### config.mk
export PLATFORM = sky130hd
export DESIGN_NAME = int_to_fp_flat
export DESIGN_NICKNAME = d
export VERILOG_FILES = /design/src/rtl/fp_pkg.sv /design/src/rtl/int_to_fp_if.sv /design/src/rtl/fp_round_pack.sv /design/src/rtl/int_to_fp.sv /design/src/flat_wrapper.sv
export SDC_FILE = /design/constraint.sdc
export NUM_CORES = 1
export LEC_CHECK = 0
export ABC_AREA = 1
export CAP_MARGIN = 40
export CORE_MARGIN = 8
export CORE_UTILIZATION = 60
export CTS_CLUSTER_DIAMETER = 40
export DETAILED_ROUTE_END_ITERATION = 8
export PLACE_DENSITY = 0.9
export SLEW_MARGIN = 15
export SYNTH_ARGS = -nofsm -noshare
export SYNTH_HDL_FRONTEND = slang
export SYNTH_SLANG_ARGS = --single-unit
### constraint.sdc
create_clock -name clk -period 4.3 [get_ports clk]
set_clock_uncertainty 0.05 [all_clocks]
set_input_delay 0.43 -clock clk [delete_from_list [all_inputs] [get_ports clk]]
set_output_delay 0.43 -clock clk [all_outputs]
set_load 0.02 [all_outputs]
### src/rtl/fp_pkg.sv
// Shared floating-point package: state encoding, default field widths, bias
// and field-slice helpers used by the converter and the FP arithmetic units.
package fp_pkg;

    localparam int FP_EXP_WIDTH  = 7;
    localparam int FP_MANT_WIDTH = 24;
    localparam int FP_INT_WIDTH  = 32;
    localparam int FP_WORD_WIDTH = FP_EXP_WIDTH + FP_MANT_WIDTH + 1;

    typedef enum logic [2:0] {
        ST_IDLE,
        ST_ABS,
        ST_NORM,
        ST_PACK,
        ST_DONE
    } state_t;

    typedef logic [FP_WORD_WIDTH-1:0] fp_word_t;

    function automatic int fp_bias(input int exp_width);
        return (1 << (exp_width - 1)) - 1;
    endfunction

    // Field slices for the default format: sign in the MSB, exponent next, fraction lowest.
    function automatic logic fp_sign(input fp_word_t word);
        return word[FP_WORD_WIDTH-1];
    endfunction

    function automatic logic [FP_EXP_WIDTH-1:0] fp_exp(input fp_word_t word);
        return word[FP_WORD_WIDTH-2 -: FP_EXP_WIDTH];
    endfunction

    function automatic logic [FP_MANT_WIDTH-1:0] fp_frac(input fp_word_t word);
        return word[FP_MANT_WIDTH-1:0];
    endfunction

endpackage

### src/rtl/int_to_fp_if.sv
// Start/ready handshake bundle between an integer source and the int_to_fp converter.
interface int_to_fp_if
    import fp_pkg::*;
#(
    parameter int expWidth      = FP_EXP_WIDTH,
    parameter int mantissaWidth = FP_MANT_WIDTH,
    parameter int intWidth      = FP_INT_WIDTH
);

    logic                            start;
    logic [intWidth-1:0]             x;
    logic [expWidth+mantissaWidth:0] s;
    logic                            ready;
    logic                            busy;

    modport master (output start, x, input s, ready, busy);
    modport slave  (input start, x, output s, ready, busy);

endinterface

### src/rtl/fp_round_pack.sv
// Combinational rounding and packing of a normalized magnitude.
// INT_TO_FP_ROUND_NEAREST_EN selects round-to-nearest-even; otherwise the fraction is truncated.
module fp_round_pack
    import fp_pkg::*;
#(
    parameter int expWidth      = FP_EXP_WIDTH,
    parameter int mantissaWidth = FP_MANT_WIDTH,
    parameter int intWidth      = FP_INT_WIDTH
) (
    input  logic                            sign,
    input  logic [expWidth-1:0]             exp,
    input  logic [intWidth-2:0]             frac_bits,
    input  logic                            zero,
    output logic [expWidth+mantissaWidth:0] word
);

    localparam int EXT_W = intWidth + mantissaWidth;

    // Bits below the hidden one, padded so a full fraction plus guard always exists.
    logic [EXT_W-1:0]         ext;
    logic [mantissaWidth-1:0] frac;
    logic                     guard;
    logic                     sticky;
    logic                     round_inc;
    logic [mantissaWidth:0]   sum;
    logic [expWidth-1:0]      exp_out;

    assign ext    = {frac_bits, {(mantissaWidth + 1){1'b0}}};
    assign frac   = ext[EXT_W-1 -: mantissaWidth];
    assign guard  = ext[EXT_W-1-mantissaWidth];
    assign sticky = |ext[EXT_W-2-mantissaWidth:0];

`ifdef INT_TO_FP_ROUND_NEAREST_EN
    assign round_inc = guard & (sticky | frac[0]);
`else
    logic unused_round_bits;
    assign unused_round_bits = guard | sticky;
    assign round_inc = 1'b0;
`endif

    assign sum     = {1'b0, frac} + (mantissaWidth + 1)'(round_inc);
    assign exp_out = sum[mantissaWidth] ? exp + expWidth'(1) : exp;
    assign word    = zero ? '0 : {sign, exp_out, sum[mantissaWidth-1:0]};

endmodule

### src/rtl/int_to_fp.sv
// Multi-cycle signed integer to custom floating-point converter, normalizing one bit per cycle.
// Rounding mode is chosen in fp_round_pack via INT_TO_FP_ROUND_NEAREST_EN (default: truncate).
module int_to_fp
    import fp_pkg::*;
#(
    parameter int expWidth      = FP_EXP_WIDTH,
    parameter int mantissaWidth = FP_MANT_WIDTH,
    parameter int intWidth      = FP_INT_WIDTH
) (
    input  logic       clk,
    input  logic       reset,
    int_to_fp_if.slave bus
);

    localparam int                  BIAS     = fp_bias(expWidth);
    localparam logic [expWidth-1:0] EXP_INIT = expWidth'(BIAS + intWidth - 1);

    // The largest exponent must leave room for the rounding carry without reaching all-ones.
    generate
        if (BIAS + intWidth - 1 > (1 << expWidth) - 2) begin : g_bad_config
            $error("int_to_fp: exponent field too narrow for intWidth");
        end
    endgenerate

    state_t                          state;
    state_t                          state_next;
    logic [intWidth-1:0]             x_reg;
    logic [intWidth-1:0]             mag;
    logic [expWidth-1:0]             exp_reg;
    logic                            sign_reg;
    logic                            zero_reg;
    logic [expWidth+mantissaWidth:0] s_reg;
    logic [expWidth+mantissaWidth:0] packed_word;

    always_ff @(posedge clk or negedge reset) begin
        if (!reset) state <= ST_IDLE;
        else        state <= state_next;
    end

    always_comb begin
        state_next = state;
        case (state)
            ST_IDLE: if (bus.start) state_next = ST_ABS;
            ST_ABS:  state_next = (x_reg == '0) ? ST_PACK : ST_NORM;
            ST_NORM: if (mag[intWidth-1]) state_next = ST_PACK;
            ST_PACK: state_next = ST_DONE;
            ST_DONE: state_next = ST_IDLE;
            default: state_next = ST_IDLE;
        endcase
    end

    always_ff @(posedge clk or negedge reset) begin
        if (!reset) begin
            x_reg    <= '0;
            mag      <= '0;
            exp_reg  <= '0;
            sign_reg <= 1'b0;
            zero_reg <= 1'b0;
            s_reg    <= '0;
        end else begin
            case (state)
                ST_IDLE: if (bus.start) x_reg <= bus.x;
                ST_ABS: begin
                    sign_reg <= x_reg[intWidth-1];
                    mag      <= x_reg[intWidth-1] ? (~x_reg + intWidth'(1)) : x_reg;
                    exp_reg  <= EXP_INIT;
                    zero_reg <= (x_reg == '0);
                end
                ST_NORM: begin
                    if (!mag[intWidth-1]) begin
                        mag     <= mag << 1;
                        exp_reg <= exp_reg - expWidth'(1);
                    end
                end
                ST_PACK: s_reg <= packed_word;
                default: ;
            endcase
        end
    end

    fp_round_pack #(
        .expWidth      (expWidth),
        .mantissaWidth (mantissaWidth),
        .intWidth      (intWidth)
    ) u_round_pack (
        .sign      (sign_reg),
        .exp       (exp_reg),
        .frac_bits (mag[intWidth-2:0]),
        .zero      (zero_reg),
        .word      (packed_word)
    );

    // DONE immediately follows PACK, so it marks the single cycle in which s is fresh.
    assign bus.s     = s_reg;
    assign bus.ready = (state == ST_DONE);
    assign bus.busy  = (state != ST_IDLE);

endmodule

### src/flat_wrapper.sv
// flat-port wrapper written by rule: the top's interface ports become plain ports
module int_to_fp_flat import fp_pkg::*;
#(
    parameter int expWidth      = FP_EXP_WIDTH,
    parameter int mantissaWidth = FP_MANT_WIDTH,
    parameter int intWidth      = FP_INT_WIDTH
)
  (clk, reset, bus_start, bus_x, bus_s, bus_ready, bus_busy);
  int_to_fp_if #(.expWidth(expWidth), .mantissaWidth(mantissaWidth), .intWidth(intWidth)) bus_i ();
  input  logic clk;
  input  logic reset;
  input wire logic [$bits(bus_i.start)-1:0] bus_start;
  input wire logic [$bits(bus_i.x)-1:0] bus_x;
  output wire logic [$bits(bus_i.s)-1:0] bus_s;
  output wire logic [$bits(bus_i.ready)-1:0] bus_ready;
  output wire logic [$bits(bus_i.busy)-1:0] bus_busy;
  assign bus_i.start = bus_start;
  assign bus_i.x = bus_x;
  assign bus_s = bus_i.s;
  assign bus_ready = bus_i.ready;
  assign bus_busy = bus_i.busy;
  int_to_fp #(.expWidth(expWidth), .mantissaWidth(mantissaWidth), .intWidth(intWidth)) u_core (.clk(clk), .reset(reset), .bus(bus_i));
endmodule
; ---- Word-level counts from Yosys, hierarchy flattened
; Cells that the tools add are included.
[totals]
register_bits = 108
in_bits = 35
out_inout_bits = 34
wordCells = 35
[op_classes]
addsub = 2
eq_ne = 7
muxes = 10
n_bitwise = 1
n_reduce_logical = 7
[op_table]
columns = cell, n
row1 = 32-bit two-way mux, 3
row2 = 32-bit case mux with 2 select lines, 1
row3 = 32-bit by 1-bit adder with 32-bit output (second input constant), 1
row4 = 32-bit zero test, 1
row5 = 32-bit inverter, 1
row6 = 7-bit case mux with 2 select lines, 1
row7 = 3-bit case mux with 4 select lines, 1
row8 = 7-bit two-way mux, 1
row9 = 7-bit by 1-bit subtractor with 7-bit output (second input constant), 1
row10 = 3-bit by 2-bit == test with 1-bit output (second input constant), 2
row11 = 3-bit two-way mux, 2
row12 = 2-bit AND reduction, 3
row13 = 2-bit != test (second input constant), 2
row14 = 3-bit by 1-bit == test with 1-bit output (second input constant), 1
row15 = 3-bit == test (second input constant), 1
row16 = 3-bit zero test, 1
row17 = 3-bit nonzero test, 1
row18 = 2-bit by 1-bit != test with 1-bit output (second input constant), 1
row19 = 2-bit nonzero test, 1
row20 = 1-bit two-way mux, 1

; ---- Longest topological paths before layout
; Gate-level depths: netlist (run 1).
[depth]
word_depth = 4
mapped_depth = 10
ltp_nobuf = 10

; ---- Modules after synthesis
; A second synthesis (run 1) with hierarchy kept.
[hier_totals]
hier_cells = 755
area_unflattened_um2 = 5579.1
[modules_own_cells]
columns = module, instances, cells_each, area_per_inst_um2, seq_area_each_um2
row1 = int_to_fp, 1, 688, 5305.1, 2702.6
row2 = fp_round_pack, 1, 67, 274.0, 0.0

; ---- Least setup slack after synthesis (run 1)
; OpenSTA, ideal clock, no wires.
[synth_path]
path_kind = reg2out
from = register u_core.state[2]
to = output bus_ready
arrival_ns = 1.006
t_required_ns = 3.820
slack_ns = 2.814
stages_incl_launch_ff = 3
path_cell_list = dfrtp_1 inv_2 nor3_1
[synth_between]
elab_chain_cells = 1
[synth_rtl]
columns = element, line_no
row1 = from (decl), int_to_fp.sv:25  ; state_t state;
row2 = from (signal assigned), int_to_fp.sv:37  ; else state <= state_next;
row3 = 3-bit == test, int_to_fp.sv:95  ; assign bus.ready = (state == ST_DONE);
row4 = to (decl), flat_wrapper.sv:15  ; output wire logic [$bits(bus_i.ready)-1:0] bus_ready;
; Every way passes these cells.

; ---- Worst setup path in the final report (run 1)
; Same ends and word-level chain as after synthesis.

==> results of run 1 <==
==> timing repair <==
item	in CTS	in global routing
buffers inserted	0	0
hold buffers	1	0
hold endpoints to repair	32	0
gates resized for setup	0	0
==> worst reg2reg max path: cells and delay by family (launching register included) <==
kind                   cells  cell delay, ps
buffers and inverters      2             540
DFF                        1             540
AOI/OAI and AO/OA          2             410
and+or+nand+nor            3             810
==> through the flow <==
| step | setup WS [ps] | power [mW] | hold slack [ps] | util (%) |
|---|---|---|---|---|
| final | 1595 | 4.900 | 465.7 | 73.26 |
| after global routing | 1490 | 5.233 | 481.6 | 73.26 |
| after CTS | 1355 | 4.858 | 458.8 | 73.08 |
| after detailed placement | 1770 | 4.190 | 355.8 | 70.56 |
| after global placement | 1858 | 4.042 | 425.1 | 69.81 |
| after floorplan | 2814 | 3.382 | 84.41 | - |
==> area by class of cell <==
type                            instances  area [sq um]
Multi-Input combinational cell        503          2321
Tap cell                              108         135.1
Inverter                               61         229.0
Timing Repair Buffer                   77         790.8
Fill cell                             666          2332
Clock buffer                           11         141.4
Clock inverter                          5         68.82
Sequential cell                       108          2703
==> worst min path at each step <==
stage                  startpoint         endpoint  slack, ps  depth (start not counted)
global placement    u_core.mag[3]    u_core.mag[3]        430                          2
CTS                 u_core.mag[3]    u_core.mag[3]        460                          2
detailed placement          reset  u_core.bus.s[4]        360                          1
global route        u_core.mag[1]    u_core.mag[1]        480                          2
floorplan                   reset  u_core.bus.s[0]         80                          0
finish                      reset  u_core.bus.s[4]        470                          2
==> logic make-up after synthesis <==
| logic type | share of synthesized area, % |
|---|---|
| multiplexers | 0.4174 |
| buffers and inverters | 6.980 |
| adder cells (fa/ha/maj) | 0.4637 |
| AND/OR/NAND/NOR | 29.01 |
| XOR/XNOR | 0.3247 |
| AO/OA/AOI/OAI | 12.71 |
| flip-flops | 50.09 |
==> power by group <==
part | internal, mW | switching (mW)
Sequential | 1.49 | 0.392
Combinational | 0.858 | 1.50
Clock | 0.295 | 0.365
Total | 2.64 | 2.26
==> cell usage in the layout (no fill, tap or decap), types with 3 or more instances in the layout <==
cell and count:
dfrtp_1 108, o21bai_1 4, o21ai_1 7, nand3_1 90, inv_1 59, nand2_1 168
clkdlybuf4s50_1 67, o21ai_0 54, nor2_2 6, buf_4 4, clkbuf_8 10, o221ai_1 3
nor2_1 91, nand4_1 3, a21oi_1 51
==> layer usage <==
| layer | vias up | global-route usage, % | routed length (um) |
|---|---|---|---|
| met4 | 0 | 9.459 | 426 |
| met3 | 47 | 5.465 | 1246 |
| li1 | 2407 | - | - |
| met1 | 2451 | 30.04 | 5969 |
| met5 | - | 0 | 0 |
| met2 | 261 | 37.92 | 6998 |
==> results.cfg, run 1 <==
[route]
drtIter0Drc = 479
drt-wirelength-per-cell_um = 16.77
drt_pre_antenna_iters = 5
routed_wl_um = 14640
vias_per_cell = 5.918
drc = 0
vias = 5166
ant_nets = 0

[clock_tree]
clock_path_buffers = 2
clk_pin_slew_worst_paths_ps = 110
tritoncts = yes
cts_sinks = 108
h-tree-depth = 3
clock_latency_ps = 380
numCtsBuffers = 9
root_buffer = clkbuf_8

[place]
dp.final_hpwl_um = 10700
placedCellCount = 855
placed_cell_area_sq_mm = 0.006153
port-buffer-count = 68
place_congestion = 0.9900

[pwr]
power_density_mw_per_mm2 = 767.1
max-vdd-ir-drop_mv = 0.3278
p_leak_nw = 3.054

[die]
core_sq_mm = 0.008721
dieHeight_um = 110.8
rows = 34
initial_utilization_pct = 61.87
dieArea_sq_mm = 0.01228
die_x_um = 110.8
io_pins = 69

[setup_path]
reg2reg_depth = 7
startpoint = u_core.state[2]
worst-setup-path-type = flop to output pin
r2r_end = u_core.mag[12]
cp.arrival_ps = 2230
rrSetupSlack_ps = 1850
r2r-start = u_core.state[2]
endpoint_kind = output pin
path_buf_inv = 3
slowest_stage = clkdlybuf4s50_1
cp.depth = 4
worstPathMaxFanout = 21
critPathMaxStageDelay_ps = 670
critPathTopFamily = buffers and inverters
path_cells = buf_8 > inv_2 > nor3_1 > clkdlybuf4s50_1
required_ps = 3820
worstSetupEndpoint = bus_ready
critPathLaunchType = flop

[timing]
tightest_slew_ps = 882.2
clock.fmax_mhz = 369.7
fin_crit_sh_pct = 62.91
rsz0062_at_grt = no
hold_viol = 0
relSlewSlack_pct = 41.05
tns_ps = 0
fin_crit_ps = 2705
setup_viol = 0
maxSlewViolCount = 0

[grt]
track_usage_pct = 23.61
grt_pass1_vias = 4978
antenna_found_initial = 0
grt_start_max_net_pins = 49
grt_overflow = 0
grt_pass1_wl_um = 24270

[layout]
stdcell_count = 873
area.growth.synth_to_final_pct = 18.41
final_cell_area_sq_mm = 0.006389
num_antenna_cells = 0
drive_above_1_share_pct = 5.229
nets = 797

[synthesis]
netlist.area_leader.share_pct = 50.09
synthMostInstantiatedCell = nand2_1
yosys-top-cells-area = dfrtp_1 (50%), nand2_1 (12%), nand3_1 (8.4%), nor2_1 (6.3%), o21ai_0 (5.0%)
syn_area_sq_mm = 0.005395
syn-num-nets = 741
synthFlopType = dfrtp_1
ys_seq_elements = 108
yosys.area.top_type = dfrtp_1
synth-seq-area-share_pct = 50.09
async_flop_share_pct = 100.0
yosysUniqueCellTypes = 34
yosys_warnings = 0
syn_area_per_cell_sq_um = 7.664
syn_inst = 704
synth_common_cells = nand2_1 (168), dfrtp_1 (108), nand3_1 (91), nor2_1 (91), inv_1 (59)
synth_edf_count = 0

[worst_hold_path]
min_path_type = input port to async pin

[flow_run]
maxCapViolCount = 0

[run_status]
status = finished clean
Power figures use the tool's default switching activity.
==> run 2: changes to the inputs <==
--- a/config.mk
+++ b/config.mk
@@ -8,10 +8,10 @@
 export ABC_AREA = 1
 export CAP_MARGIN = 40
 export CORE_MARGIN = 8
-export CORE_UTILIZATION = 60
+export CORE_UTILIZATION = 50
 export CTS_CLUSTER_DIAMETER = 40
 export DETAILED_ROUTE_END_ITERATION = 8
-export PLACE_DENSITY = 0.9
+export PLACE_DENSITY = 0.8
 export SLEW_MARGIN = 15
 export SYNTH_ARGS = -nofsm -noshare
 export SYNTH_HDL_FRONTEND = slang
==> constraint.sdc (replaced) <==
create_clock -name clk -period 2.4 [get_ports clk]
set_clock_uncertainty 0.05 [all_clocks]
set_input_delay 0.24 -clock clk [delete_from_list [all_inputs] [get_ports clk]]
set_output_delay 0.24 -clock clk [all_outputs]
set_load 0.02 [all_outputs]
==> run 2 against run 1 <==
First-iteration DRC count fell by 4.0%; largest cell class unchanged; utilization shrank 13 points; critical endpoint unchanged; setup slack lost 1500 ps; sequential share of layout area decreased by 0.34 points; cell count increased by 4.1%; die area increased by 17%; cell area up 0.80%; combinational power is 79% higher; global-route usage decreased by 2.8 points.
==> results.cfg, run 2 (synthesized netlist as in run 1, its figures left out) <==
[run_status]
status = finished clean

[timing]
setup_slack_ps = 137.0
relSlewSlack_pct = 52.27
fin_crit_sh_pct = 94.29
hold_viol = 0
fin_crit_ps = 2263
fin_hold_ws_ps = 374.9
tns_ps = 0
clock.fmax_mhz = 441.9
maxSlewViolCount = 0
tightest_slew_ps = 715.9
rsz0062_at_grt = no
setup_viol = 0

[layout]
num_antenna_cells = 0
drive_above_1_share_pct = 5.852
final_common_cell = nand2_1
nets = 803
multiInputGateArea_sq_mm = 0.002321
nFillCells = 954
seq_area_sq_mm = 0.002703
final_cell_mix = nand2_1 (168), dfrtp_1 (108), nor2_1 (91)
area.growth.synth_to_final_pct = 19.36
stdcell_count = 909

[clock_tree]
h-tree-depth = 3
tritoncts = yes
numCtsBuffers = 9
clock_latency_ps = 380
cts_sinks = 108
post_cts_resized = 0
hold_buffers = 1
post_cts_buffers = 0
clk_pin_slew_worst_paths_ps = 100
clock_path_buffers = 2
root_buffer = clkbuf_8

[pwr]
p_leak_nw = 3.072
combPwrFrac_pct = 48.2
max-vdd-ir-drop_mv = 0.5656
power.switching_mw = 3.958
power_density_mw_per_mm2 = 1358
p_clk_share_pct = 13.0
sequentialPowerShare_pct = 38.8
swShare_pct = 45.26
intPower_mw = 4.787

[place]
placedCellCount = 894
place_congestion = 0.9681
place_worst_setup_slack_ps = 324.5
dp.final_hpwl_um = 10830
port-buffer-count = 68

[setup_path]
worst-setup-path-type = flop to output pin
endpoint_kind = output pin
critPathMaxStageDelay_ps = 650
path_cells = inv_2 > nor3_1 > clkdlybuf4s50_1
worstPathMaxFanout = 14
required_ps = 2110
critPathLaunchType = flop
slowest_stage = clkdlybuf4s50_1
cp.arrival_ps = 1970

[die]
dieArea_sq_mm = 0.01437
rows = 38
initial_utilization_pct = 50.43
dieHeight_um = 119.9
die_x_um = 119.9
core_sq_mm = 0.01070
io_pins = 69

[route]
vias = 5013
drt_pre_antenna_iters = 5
routed_wl_um = 14430
drtIter0Drc = 460
vias_per_cell = 5.515
drc = 0
ant_nets = 0
drt-wirelength-per-cell_um = 15.87

[worst_hold_path]
min_path_type = input port to flop

[grt]
antenna_found_initial = 0
grt_overflow = 0
track_usage_pct = 20.79
grt_start_max_net_pins = 55
grt_pass1_wl_um = 24370
grt_pass1_vias = 4897

[flow_run]
maxCapViolCount = 0
-- run 2: cell types whose count changed in the layout (fill, tap and decap cells not counted) --
| cell | before | now |
|---|---|---|
| buf_12 | 0 | 1 |
| clkinvlp_4 | 1 | 0 |
| inv_8 | 2 | 0 |
| clkinv_4 | 1 | 2 |
| buf_6 | 2 | 0 |
| clkbuf_8 | 10 | 11 |
| clkbuf_1 | 1 | 0 |
| buf_4 | 4 | 13 |
| buf_16 | 1 | 0 |
| buf_8 | 2 | 1 |
-- run 2: stage by stage --
step	total power, mW	instance area, sq um	utilization [%]
finish	8.745	6440	60.20
global route	9.463	6440	60.20
CTS	8.739	6440	60.20
detailed placement	7.592	6231	58.25
global placement	7.420	6216	58.11
floorplan	6.060	5395	-
-- run 2: cell type report --
type	instances	area share, %
clock buffers	11	2.351
clock inverters	3	0.7383
inverters	61	3.555
multi-input cells	503	36.04
flip-flops and latches	108	41.97
well taps	140	2.720
repair buffers	83	12.63
-- run 2: power groups by stage --
stage / sequential [mW] / combinational (mW) / clock, mW
global route: 3.50 / 4.74 / 1.23
CTS: 3.38 / 4.21 / 1.15
floorplan: 3.45 / 2.61 / 0
finish: 3.39 / 4.22 / 1.14
detailed placement: 3.41 / 4.18 / 0
global placement: 3.38 / 4.04 / 0
-- run 2: worst max-delay path: cells and delay by family (launching register included) --
family,cells,cell delay [ps]
buf+inv,2,780
flops,1,610
simple gates,1,210
-- run 2: routing by layer --
layer	up-vias	global-route usage (%)	wire length, um
met1	2356	27.82	6276
met4	0	7.260	347
met5	-	0	0
met3	30	3.992	1038
li1	2426	-	-
met2	201	33.15	6768
-- run 2: worst paths after layout --
| kind | cells after the start | to | slack [ps] | startpoint |
|---|---|---|---|---|
| worst min register to register | 2 | u_core.mag[7] | 450 | u_core.mag[6] |
| max in group asynchronous | 3 | u_core.sign_reg | 1200 | reset |
| worst min-delay path | 3 | u_core.x_reg[31] | 370 | bus_x[31] |
| min in group asynchronous | 2 | u_core.bus.s[7] | 400 | reset |
| worst max-delay path | 3 | bus_ready | 140 | u_core.state[2] |
| worst max register to register | 10 | u_core.exp_reg[5] | 250 | u_core.state[2] |
